[config.mk]
export PLATFORM = sky130hd
export DESIGN_NAME = fir_tap_multiply
export DESIGN_NICKNAME = d
export VERILOG_FILES = /design/src/rtl/fir_pkg.sv /design/src/rtl/booth_pp_gen.sv /design/src/rtl/fir_tap_multiply.sv
export SDC_FILE = /design/constraint.sdc
export NUM_CORES = 1
export LEC_CHECK = 0
export BUFFER_PORTS_ARGS = -buffer_cell sky130_fd_sc_hd__buf_4
export CAP_MARGIN = 10
export CORE_MARGIN = 2
export CORE_UTILIZATION = 50
export DETAILED_ROUTE_END_ITERATION = 10
export GPL_ROUTABILITY_DRIVEN = 0
export PLACE_DENSITY = 0.68
export SYNTH_ARGS = -nofsm -noshare
export SYNTH_HDL_FRONTEND = slang
export SYNTH_SLANG_ARGS = --single-unit
[constraint.sdc]
create_clock -name clk -period 6.1 [get_ports clk]
set_input_delay 0 -clock clk [delete_from_list [all_inputs] [get_ports clk]]
set_output_delay 0 -clock clk [all_outputs]
set_load 0.01 [all_outputs]
[src/rtl/fir_pkg.sv]
// Shared FIR types and sizes, used by the tap multipliers and by the filter block that sums them.
package fir_pkg;
  localparam int DATA_W = 16;
  localparam int PROD_W = 32;
  localparam int N_TAPS = 63;

  typedef logic signed [DATA_W-1:0] sample_t;
  typedef logic signed [PROD_W-1:0] prod_t;

  // Booth digit encodings, named by the multiple of the multiplicand they select
  typedef enum logic [2:0] {
    BD_ZERO = 3'b000, BD_P1A = 3'b001, BD_P1B = 3'b010, BD_P2 = 3'b011,
    BD_M2   = 3'b100, BD_M1A = 3'b101, BD_M1B = 3'b110, BD_ZERO_N = 3'b111
  } booth_win_t;
endpackage

[src/rtl/booth_pp_gen.sv]
// One radix-4 Booth partial product: 3-bit multiplier window selects {-2..+2} x multiplicand.
module booth_pp_gen
  import fir_pkg::*;
#(
  parameter int DW    = DATA_W,
  parameter int PW    = PROD_W,
  parameter int SHIFT = 0
) (
  input  logic [2:0]    window,
  input  logic [DW-1:0] mcand,
  output logic [PW-1:0] pp,
  output logic          neg
);
  logic [PW-1:0] m1, m2, mag;

  assign m1 = {{(PW-DW){mcand[DW-1]}}, mcand};
  assign m2 = m1 << 1;

  always_comb begin
    mag = '0;
    neg = 1'b0;
    case (booth_win_t'(window))
      BD_P1A, BD_P1B: mag = m1;
      BD_P2:          mag = m2;
      BD_M2:          begin mag = m2; neg = 1'b1; end
      BD_M1A, BD_M1B: begin mag = m1; neg = 1'b1; end
      default:        begin mag = '0; neg = 1'b0; end
    endcase
  end

  // Negative digits emit ~mag; the +1 is injected separately at bit SHIFT by the caller.
  assign pp = (neg ? ~mag : mag) << SHIFT;
endmodule

[src/rtl/fir_tap_multiply.sv]
// FIR tap product: two-stage pipelined signed DWxDW multiply (Booth radix-4 + CSA tree) with stall.
module fir_tap_multiply
  import fir_pkg::*;
#(
  parameter int DW = DATA_W,
  parameter int PW = PROD_W
) (
  input  logic          clk,
  input  logic          rst,
  input  logic          ena,
  input  logic [DW-1:0] delay_x,
  input  logic [DW-1:0] coef,
  output logic [PW-1:0] acc,
  output logic          acc_vld
);
  localparam int ND = DW / 2;

  logic [DW-1:0]          x_q, c_q;
  logic [DW:0]            bx;
  logic [ND-1:0][PW-1:0]  pp;
  logic [ND-1:0]          neg;
  logic [PW-1:0]          inj, prod;
  logic [1:0]             vld_cnt;

  function automatic logic [2*PW-1:0] csa3(input logic [PW-1:0] a, b, c);
    logic [PW-1:0] s, maj;
    s   = a ^ b ^ c;
    maj = (a & b) | (a & c) | (b & c);
    return {s, maj << 1};
  endfunction

  assign bx = {c_q, 1'b0};

  for (genvar i = 0; i < ND; i++) begin : g_pp
    booth_pp_gen #(.DW(DW), .PW(PW), .SHIFT(2*i)) u_pp (
      .window (bx[2*i+2 -: 3]),
      .mcand  (x_q),
      .pp     (pp[i]),
      .neg    (neg[i])
    );
  end

  always_comb begin
    inj = '0;
    for (int i = 0; i < ND; i++) inj[2*i] = neg[i];
  end

  // Nine rows (8 partial products + negate injections) reduced 9->6->4->3->2
  logic [PW-1:0] s0, c0, s1, c1, s2, c2, s3, c3, s4, c4, s5, c5, s6, c6;
  always_comb begin
    {s0, c0} = csa3(pp[0], pp[1], pp[2]);
    {s1, c1} = csa3(pp[3], pp[4], pp[5]);
    {s2, c2} = csa3(pp[6], pp[7], inj);
    {s3, c3} = csa3(s0, c0, s1);
    {s4, c4} = csa3(c1, s2, c2);
    {s5, c5} = csa3(s3, c3, s4);
    {s6, c6} = csa3(s5, c5, c4);
    prod     = s6 + c6;
  end

  always_ff @(posedge clk or posedge rst) begin
    if (rst) begin
      x_q     <= '0;
      c_q     <= '0;
      acc     <= '0;
      vld_cnt <= '0;
    end else if (ena) begin
      x_q <= delay_x;
      c_q <= coef;
      acc <= prod;
      if (vld_cnt != 2'd2) vld_cnt <= vld_cnt + 2'd1;
    end
  end

  assign acc_vld = vld_cnt[1];
endmodule

==> impl_metrics.yaml, run 1 <==
synthesis:
  syn_nets: 1489
  ys_async_sr_fraction_pct: 100
  syn_inst: 1265
  synth_edf_count: 0
  ys_ff_latch: 66
  ys_warn_count: 0
  synth_top_flop_cell: "dfrtp_1"
  syn_area_per_cell_um2: 8.53
  ys_seq_area_share_pct: 15.3
  synth_cell_types: 52
  netlist_area_mm2: 0.0108
floorplan:
  core-area_mm2: 0.0211
  num_rows: 53
  chipWidth_um: 151
  dieArea_mm2: 0.0228
  io_pins: 68
  start_util_pct: 51.2
  die_h_um: 151
global_route:
  grtUsageTotal_pct: 27.6
  grt_pass1_wl_um: 49100
  antenna_found_initial: 0
  grt_max_degree: 92
  grt_pass1_vias: 8997
  gr-total-overflow: 0
clock_tree:
  root_buffer: "clkbuf_16"
  cts.sinks: 66
  cts_buffers: 9
  clk_latency_ps: 360
  htreeDepth: 3
  clockBufferDepth: 2
  clkTransAtPathRegs_ps: 60
  post_cts_buffers: 0
  cts_tree: "done"
finish:
  antenna-diode-count: 0
  nNetsFinal: 1536
  fill_cells: 1894
  area_delta_synth_final_pct: 13.1
  drive_above_1_share_pct: 13.7
timing:
  finalClockSkew_ps: 11.9
  finalHoldViolCount: 0
  slew_headroom_pct: 33.7
  final.min_clock_period_ps: 5770
  worst_slew_pin_slew_ps: 994
  fin_crit_sh_pct: 94.6
  setup_tns_ps: 0
  rsz0062_at_grt: "no"
  max_freq_mhz: 173
  setup_viol: 0
  slew_viol_final: 0
setup_path:
  crit_chain: "buf_4 -> nand2_1 -> nor2_1 -> a211oi_1 -> fa_1 -> fa_1 -> fa_1 -> fa_1 -> inv_1 -> ha_1 -> a21o_1 -> a211oi_2 -> o2bb2ai_1 -> a21oi_1 -> a31oi_1 -> xnor2_1 -> mux2_2"
  r2r-end: "acc[30]$_DFFE_PP0P_"
  max_stage_delay_ps: 580
  cpMostUsedCell: "fa_1"
  start_kind: "flop"
  r2r-start: "c_q[9]$_DFFE_PP0P_"
  crit_family: "adder cells"
  r2r_slack_ps: 330
  end_kind: "flop"
  rr_worst_depth: 17
  slowest_stage: "fa_1"
  worst-path-buf-inv: 2
  path_class: "flop to flop"
  critPathArrivalTime_ps: 6010
  critPathMaxFanout: 16
  worstPathRequired_ps: 6330
routing:
  first_iter_violations: 805
  viasPerCell: 5.73
  wl_um: 29400
  firstDrtPassIters: 5
  wl_per_cell_um: 18.5
  drc: 0
  drtAntennaViolNets: 0
  vias: 9129
placement:
  numPortBuffers: 67
  hpwl_um: 22200
job:
  max_cap_viol_count: 0
min_path:
  holdCritStartpoint: "ena"
  min_path_cells: 3
  hp-class: "primary input to flop"
  whs_endpoint: "c_q[14]$_DFFE_PP0P_"
status:
  outcome: "finished clean"
==> flip-flops by register name (all words and copies together) (netlist names) <==
name	cells
vld_cnt	2
acc	32
c_q	16
x_q	16
==> area by class of cell <==
class / instances / area (µm²) / area share (%)
sequential: 66 / 1650 / 13.5
tap: 275 / 344 / 2.82
clock buffer: 9 / 225 / 1.85
timing repair buffer: 138 / 1120 / 9.16
clock inverter: 7 / 101 / 0.830
multi-input combinational: 908 / 8050 / 66.0
inverter: 189 / 709 / 5.81
==> cells by family after synthesis <==
logic type      after synthesis  synth area share, %
compound gates              309                 18.9
buf+inv                     291                 10.3
simple gates                210                 8.32
fa+ha+maj                   189                 30.0
xor+xnor                    160                 13.0
flops                        66                 15.3
mux                          40                 4.17
==> timing repair <==
action                     CTS  global route
setup endpoints to repair    0             9
hold endpoints to repair    98             0
resized for setup            0             6
hold buffers                33             0
==> worst max-delay path by stage <==
stage          slack (ps)  cells past startpoint           startpoint                  end
2_1_floorplan          60                     22  c_q[13]$_DFFE_PP0P_  acc[26]$_DFFE_PP0P_
6_report              330                     17   c_q[9]$_DFFE_PP0P_  acc[30]$_DFFE_PP0P_
5_1_grt                10                     17   c_q[9]$_DFFE_PP0P_  acc[27]$_DFFE_PP0P_
4_1_cts               200                     15  c_q[10]$_DFFE_PP0P_  acc[30]$_DFFE_PP0P_
3_5_place_dp          220                     15  c_q[10]$_DFFE_PP0P_  acc[30]$_DFFE_PP0P_
3_3_place_gp          330                     15   c_q[9]$_DFFE_PP0P_  acc[26]$_DFFE_PP0P_
==> worst reg2reg max path, cell delays in order (launching register included) <==
cell and delay (ps):
dfrtp_1 420, buf_4 240, nand2_1 520, nor2_1 100, a211oi_1 450, fa_1 530
fa_1 580, fa_1 460, fa_1 500, inv_1 40, ha_1 430, a21o_1 200
a211oi_2 80, o2bb2ai_1 140, a21oi_1 350, a31oi_1 180, xnor2_1 160, mux2_2 270
==> stage by stage <==
step           hold slack [ps]  std cells  worst slack, ps  util [%]  instance area [µm²]
5_1_grt                    380       1592             11.9      57.9                12200
2_1_floorplan              121       1265             59.0         -                10800
6_report                   291       1592              328      57.9                12200
3_3_place_gp               211       1542              333      54.6                11500
3_5_place_dp               212       1542              222      54.6                11500
4_1_cts                    313       1591              205      57.7                12200
==> cells in the final DEF, fill, tap and decap left out, types with 10 or more instances in the layout <==
master         instances
a211oi_1              20
a21o_1                10
a21oi_1               62
a221oi_1              16
a22oi_1               60
buf_4                105
dfrtp_1               65
dlygate4sd3_1         33
fa_1                 116
ha_1                  73
inv_1                187
mux2_2                40
nand2_1               74
nand3_1               10
nor2_1                90
o21ai_0               70
o21ai_1               11
o221ai_1              13
xnor2_1               67
xor2_1                91
==> Yosys cell counts (6+ instances only) <==
cell	count	area, µm²
a211oi_1	20	150
a21o_1	10	75.1
a21oi_1	62	310
a221oi_1	16	140
a22oi_1	60	450
a31oi_1	9	56.3
buf_1	22	82.6
buf_2	12	60.1
clkbuf_1	67	251
dfrtp_1	66	1650
fa_1	116	2320
ha_1	73	913
inv_1	188	706
mux2_2	40	450
nand2_1	75	282
nand3_1	10	50.1
nor2_1	92	345
nor3_1	8	40.0
o21ai_0	70	350
o21ai_1	11	55.1
o221ai_1	13	114
o22ai_1	6	37.5
xnor2_1	68	596
xor2_1	92	806
==> routing by layer <==
| layer | wire length (µm) | global-route usage [%] |
|---|---|---|
| met1 | 13300 | 40.6 |
| met2 | 13100 | 41.4 |
| met3 | 2260 | 5.51 |
| met4 | 676 | 7.80 |
| met5 | 0 | 0 |
Power of run 1 is left out: the tool's default activity adds up to more than one toggle a clock period on the data nets, which glitch-free logic cannot reach.
==> inputs of run 2 (changes only) <==
ABC_AREA = 1   (was default)
SETUP_SLACK_MARGIN = 0.5   (was default)
==> run 2 against run 1 <==
- critical path depth is 3 higher
- routed wire length is 4.3% lower
- first-iteration DRC count is 16% lower
- synthesized cell count is 12% higher
- largest cell class unchanged
- final cell count is 11% higher
- non-clock buffer count is 24 lower
- critical path type unchanged
==> impl_metrics.yaml, run 2 <==
synthesis:
  syn_nets: 1641
  ys_seq_area_share_pct: 15.4
  synth.most_common_cell: "nand2_1"
  synth_top_flop_cell: "dfrtp_1"
  ys_warn_count: 0
  syn_area_per_cell_um2: 7.56
  synth.top_cells.by_area: "fa_1 22%, dfrtp_1 15%, nand2_1 11%"
  synth_edf_count: 0
  ys_ff_latch: 66
  ys_async_sr_fraction_pct: 100
  syn_inst: 1417
  netlist_area_mm2: 0.0107
  synth_top_area_share_pct: 21.7
  netlist_top_cells_count: "322 x nand2_1, 287 x inv_1, 123 x xor2_1, 118 x o22ai_1, 116 x fa_1"
  synth_cell_types: 41
  synth_top_area_cell: "fa_1"
clock_tree:
  cts_tree: "done"
  post_cts_buffers: 0
  clk_latency_ps: 350
  clockBufferDepth: 2
  clkTransAtPathRegs_ps: 60
  htreeDepth: 3
  cts_buffers: 9
  root_buffer: "clkbuf_16"
  cts.sinks: 66
finish:
  top_register: "acc"
  final_common_cell: "nand2_1"
  instances_no_fill: 1766
  reg.largest.list: "acc (32), c_q (16), x_q (16)"
  drive_above_1_share_pct: 9.52
  area_delta_synth_final_pct: 12.3
  final_cell_mix: "322 x nand2_1, 286 x inv_1, 123 x xor2_1"
  nNetsFinal: 1710
  stdcell_area_mm2: 0.0120
  antenna-diode-count: 0
  largest_reg_flops: 32
routing:
  wl_per_cell_um: 15.9
  wl_um: 28100
  first_iter_violations: 676
  viasPerCell: 5.36
  drc: 0
  drtAntennaViolNets: 0
  firstDrtPassIters: 6
  vias: 9469
setup_path:
  r2r-start: "c_q[7]$_DFFE_PP0P_"
  crit_path_start: "c_q[7]$_DFFE_PP0P_"
  worstPathRequired_ps: 6340
  end_kind: "flop"
  start_kind: "flop"
  critPathMaxFanout: 15
  path_class: "flop to flop"
  critPathArrivalTime_ps: 5580
timing:
  setup_tns_ps: 0
  worst_slack_ps: 756
  slew_viol_final: 0
  fin_crit_sh_pct: 87.6
  finalHoldViolCount: 0
  slew_headroom_pct: 39.7
  rsz0062_at_grt: "no"
  setup_viol: 0
  max_freq_mhz: 187
  final.min_clock_period_ps: 5340
  finalClockSkew_ps: 9.74
  worst_slew_pin_slew_ps: 905
global_route:
  antenna_found_initial: 0
  gr-total-overflow: 0
  grt_pass1_vias: 9403
  grtUsageTotal_pct: 26.6
  grt_pass1_wl_um: 47200
  grt_max_degree: 67
floorplan:
  start_util_pct: 50.9
  num_rows: 53
  dieArea_mm2: 0.0226
  chipWidth_um: 150
  die_h_um: 150
  core-area_mm2: 0.0210
  io_pins: 68
placement:
  dp.cells: 1717
  numPortBuffers: 67
  dpl_cell_area_mm2: 0.0114
  pre_cts_ws_ps: 516
  hpwl_um: 21400
job:
  max_cap_viol_count: 0
status:
  outcome: "finished clean"
min_path:
  holdCritStartpoint: "ena"
  hp-class: "primary input to flop"
## run 2: changes by cell type in the layout (fill, tap and decap cells not counted), sizes merged, moves of 40 or more
cell   change
inv      +106
o22ai    +115
mux2      -40
a21oi     -41
xnor2     -50
nand2    +257
a22oi     -58
## run 2: critical path: stages, from the launching register on
cell and delay (ps):
dfrtp_1 490, inv_1 120, o21ai_2 670, o22ai_1 170, xnor2_1 180, fa_1 500, inv_1 60, fa_1 550
fa_1 480, fa_1 500, inv_1 50, ha_1 360, nand2_1 140, nor2_2 220, nand3_1 100, nand3b_1 200
nand2_1 170, nand2_1 100, nand2_1 50, nand3_1 60, nand2_1 50
## run 2: path summary, 6_finish.rpt
check | end | slack, ps | cells after the start
worst max register to register | acc[30]$_DFFE_PP0P_ | 760 | 20
max in group asynchronous | c_q[1]$_DFFE_PP0P_ | 5000 | 4
worst max-delay path | acc[30]$_DFFE_PP0P_ | 760 | 20
min in group asynchronous | acc[13]$_DFFE_PP0P_ | 460 | 4
worst min register to register | acc[1]$_DFFE_PP0P_ | 480 | 2
worst min-delay path | c_q[10]$_DFFE_PP0P_ | 60 | 3
## run 2: kinds of logic after synthesis
kind of cell             count (synthesis)  share of synthesized area, %
AND/OR/NAND/NOR                        444                          17.2
buffers and inverters                  368                          13.8
AO/OA/AOI/OAI                          209                          11.8
adder cells (fa/ha/maj)                189                          30.2
XOR/XNOR                               141                          11.5
flip-flops                              66                          15.4
## run 2: final cells by class
type,instances,area (µm²)
Tap cell,275,344
Sequential cell,66,1650
Timing Repair Buffer,114,938
Clock inverter,6,91.3
Fill cell,1984,9000
Clock buffer,10,229
Multi-Input combinational cell,983,7590
Inverter,312,1170
## run 2: repair_timing
action	4_1_cts	5_1_grt
resized for setup	1	5
endpoints found under the hold margin	87	0
hold buffers	33	0
pin swaps	0	0
endpoints found under the setup margin	1	8
## run 2: through the flow
step	utilization, %	hold WS, ps
finish	57.2	56.0
global route	57.2	103
CTS	57.1	65.2
detailed placement	54.0	206
global placement	54.0	202
floorplan	-	117
## run 2: layer usage
layer  vias up  share of wire (%)  global-route usage, %
met1      4478                 42                   35.0
met5         -                  0                      0
met4         0                4.6                   11.7
met2       365                 47                   43.9
met3        86                6.5                   3.39
li1       4540                  -                      -
Power of run 2 is left out for the same reason.
==> inputs of run 3 (changes only) <==
--- a/config.mk
+++ b/config.mk
@@ -13,4 +13,5 @@
 export DETAILED_ROUTE_END_ITERATION = 10
 export GPL_ROUTABILITY_DRIVEN = 0
+export GPL_TIMING_DRIVEN = 1
 export PLACE_DENSITY = 0.68
 export SETUP_SLACK_MARGIN = 0.5
==> constraint.sdc (replaced) <==
create_clock -name clk -period 6.1 [get_ports clk]
set_input_delay 0.305 -clock clk [delete_from_list [all_inputs] [get_ports clk]]
set_output_delay 0.305 -clock clk [all_outputs]
set_load 0.01 [all_outputs]
==> run 3 against run 2 <==
- count of clock-buffer cells in the layout stayed put
- die area stayed put
- maximum frequency hardly changed
- flip-flop and latch count stayed put
- critical path type unchanged
- non-clock buffer count is 33 lower
- first-iteration DRC count is 0.15% lower
- highest routed layer unchanged
- hold slack better by 96 ps
==> impl_metrics.yaml, run 3 (synthesized netlist as in run 2, its figures left out) <==
status:
  outcome: "finished clean"
floorplan:
  chipWidth_um: 150
  io_pins: 68
  num_rows: 53
  die_h_um: 150
  start_util_pct: 50.9
  dieArea_mm2: 0.0226
  core-area_mm2: 0.0210
clock_tree:
  clk_latency_ps: 350
  clkTransAtPathRegs_ps: 70
  root_buffer: "clkbuf_16"
  cts_buffers: 9
  htreeDepth: 3
  cts.sinks: 66
  clockBufferDepth: 2
  cts_tree: "done"
routing:
  viasPerCell: 5.38
  vias: 9316
  first_iter_violations: 675
  wl_um: 27900
  drc: 0
  firstDrtPassIters: 5
  drtAntennaViolNets: 0
  wl_per_cell_um: 16.1
setup_path:
  path_class: "flop to flop"
  r2r_slack_ps: 760
  start_kind: "flop"
  critPathMaxFanout: 15
  worstPathRequired_ps: 6340
  critPathArrivalTime_ps: 5580
  end_kind: "flop"
finish:
  area_delta_synth_final_pct: 9.22
  final_cell_mix: "322 x nand2_1, 286 x inv_1, 123 x xor2_1"
  largest_reg_flops: 32
  top_register: "acc"
  reg.largest.list: "acc (32), c_q (16), x_q (16)"
  final_common_cell: "nand2_1"
  antenna-diode-count: 0
  fill_cells: 2016
  nNetsFinal: 1677
  drive_above_1_share_pct: 9.74
global_route:
  grt_pass1_wl_um: 46700
  grt_max_degree: 67
  antenna_found_initial: 0
  grt_pass1_vias: 9309
  grtUsageTotal_pct: 26.3
  gr-total-overflow: 0
timing:
  fin_crit_sh_pct: 87.6
  worst_slew_pin_slew_ps: 906
  slew_headroom_pct: 39.6
  setup_tns_ps: 0
  finalClockSkew_ps: 10.4
  max_freq_mhz: 187
  setup_viol: 0
  slew_viol_final: 0
  final.min_clock_period_ps: 5340
  rsz0062_at_grt: "no"
  finalHoldViolCount: 0
placement:
  hpwl_um: 21400
  numPortBuffers: 67
min_path:
  hp-class: "primary input to flop"
job:
  max_cap_viol_count: 0
## run 3: changes by cell type in the layout (fill, tap and decap cells not counted)
cell,change
dlygate4sd3_1,-33
## run 3: stage by stage
stage	utilization (%)	instance area, µm²	hold slack [ps]	instances	setup slack (ps)
floorplan	-	10700	422	1417	1530
global placement	54.0	11400	457	1717	541
detailed placement	54.0	11400	468	1717	516
CTS	55.5	11700	151	1733	673
global route	55.6	11700	168	1733	512
finish	55.6	11700	152	1733	757
## run 3: worst max-delay path: stages, from the launching register on
cell and delay, ps:
dfrtp_1 500, inv_1 130, o21ai_2 660, o22ai_1 170
xnor2_1 180, fa_1 500, inv_1 60, fa_1 550
fa_1 480, fa_1 500, inv_1 50, ha_1 360
nand2_1 140, nor2_2 210, nand3_1 100, nand3b_1 200
nand2_1 170, nand2_1 100, nand2_1 50, nand3_1 60
nand2_1 50
## run 3: per-layer routing
metal  vias up  GRT usage, %  part of all wire [%]
li1       4472             -                     -
met1      4426          34.8                    43
met2       344          43.2                    47
met3        74          3.55                   6.2
met4         0          11.8                   4.3
met5         -             0                     0
## run 3: path summary, 6_finish.rpt
kind / endpoint / cells after the start / startpoint
worst min-delay path: c_q[6]$_DFFE_PP0P_ / 3 / coef[6]
worst max-delay path: acc[30]$_DFFE_PP0P_ / 20 / c_q[7]$_DFFE_PP0P_
min in group asynchronous: acc[13]$_DFFE_PP0P_ / 3 / rst
worst min register to register: acc[1]$_DFFE_PP0P_ / 2 / acc[1]$_DFFE_PP0P_
max in group asynchronous: c_q[1]$_DFFE_PP0P_ / 3 / rst
worst max register to register: acc[30]$_DFFE_PP0P_ / 20 / c_q[7]$_DFFE_PP0P_
## run 3: cell type report
cell class                      count  area [µm²]  area share (%)
Multi-Input combinational cell    983        7590            64.9
Clock buffer                       10         229            1.96
Timing Repair Buffer               81         608            5.20
Clock inverter                      6        91.3           0.781
Inverter                          312        1170            10.0
Sequential cell                    66        1650            14.1
Tap cell                          275         344            2.94
## run 3: timing repair
| action | 4_1_cts | 5_1_grt |
|---|---|---|
| gates resized for setup | 1 | 5 |
| hold endpoints to repair | 0 | 0 |
| endpoints found under the setup margin | 1 | 8 |
| hold buffers | 0 | 0 |
| pin swaps | 0 | 0 |
| buffers inserted | 0 | 0 |
| gates cloned | 0 | 0 |
Power of run 3 is left out for the same reason.
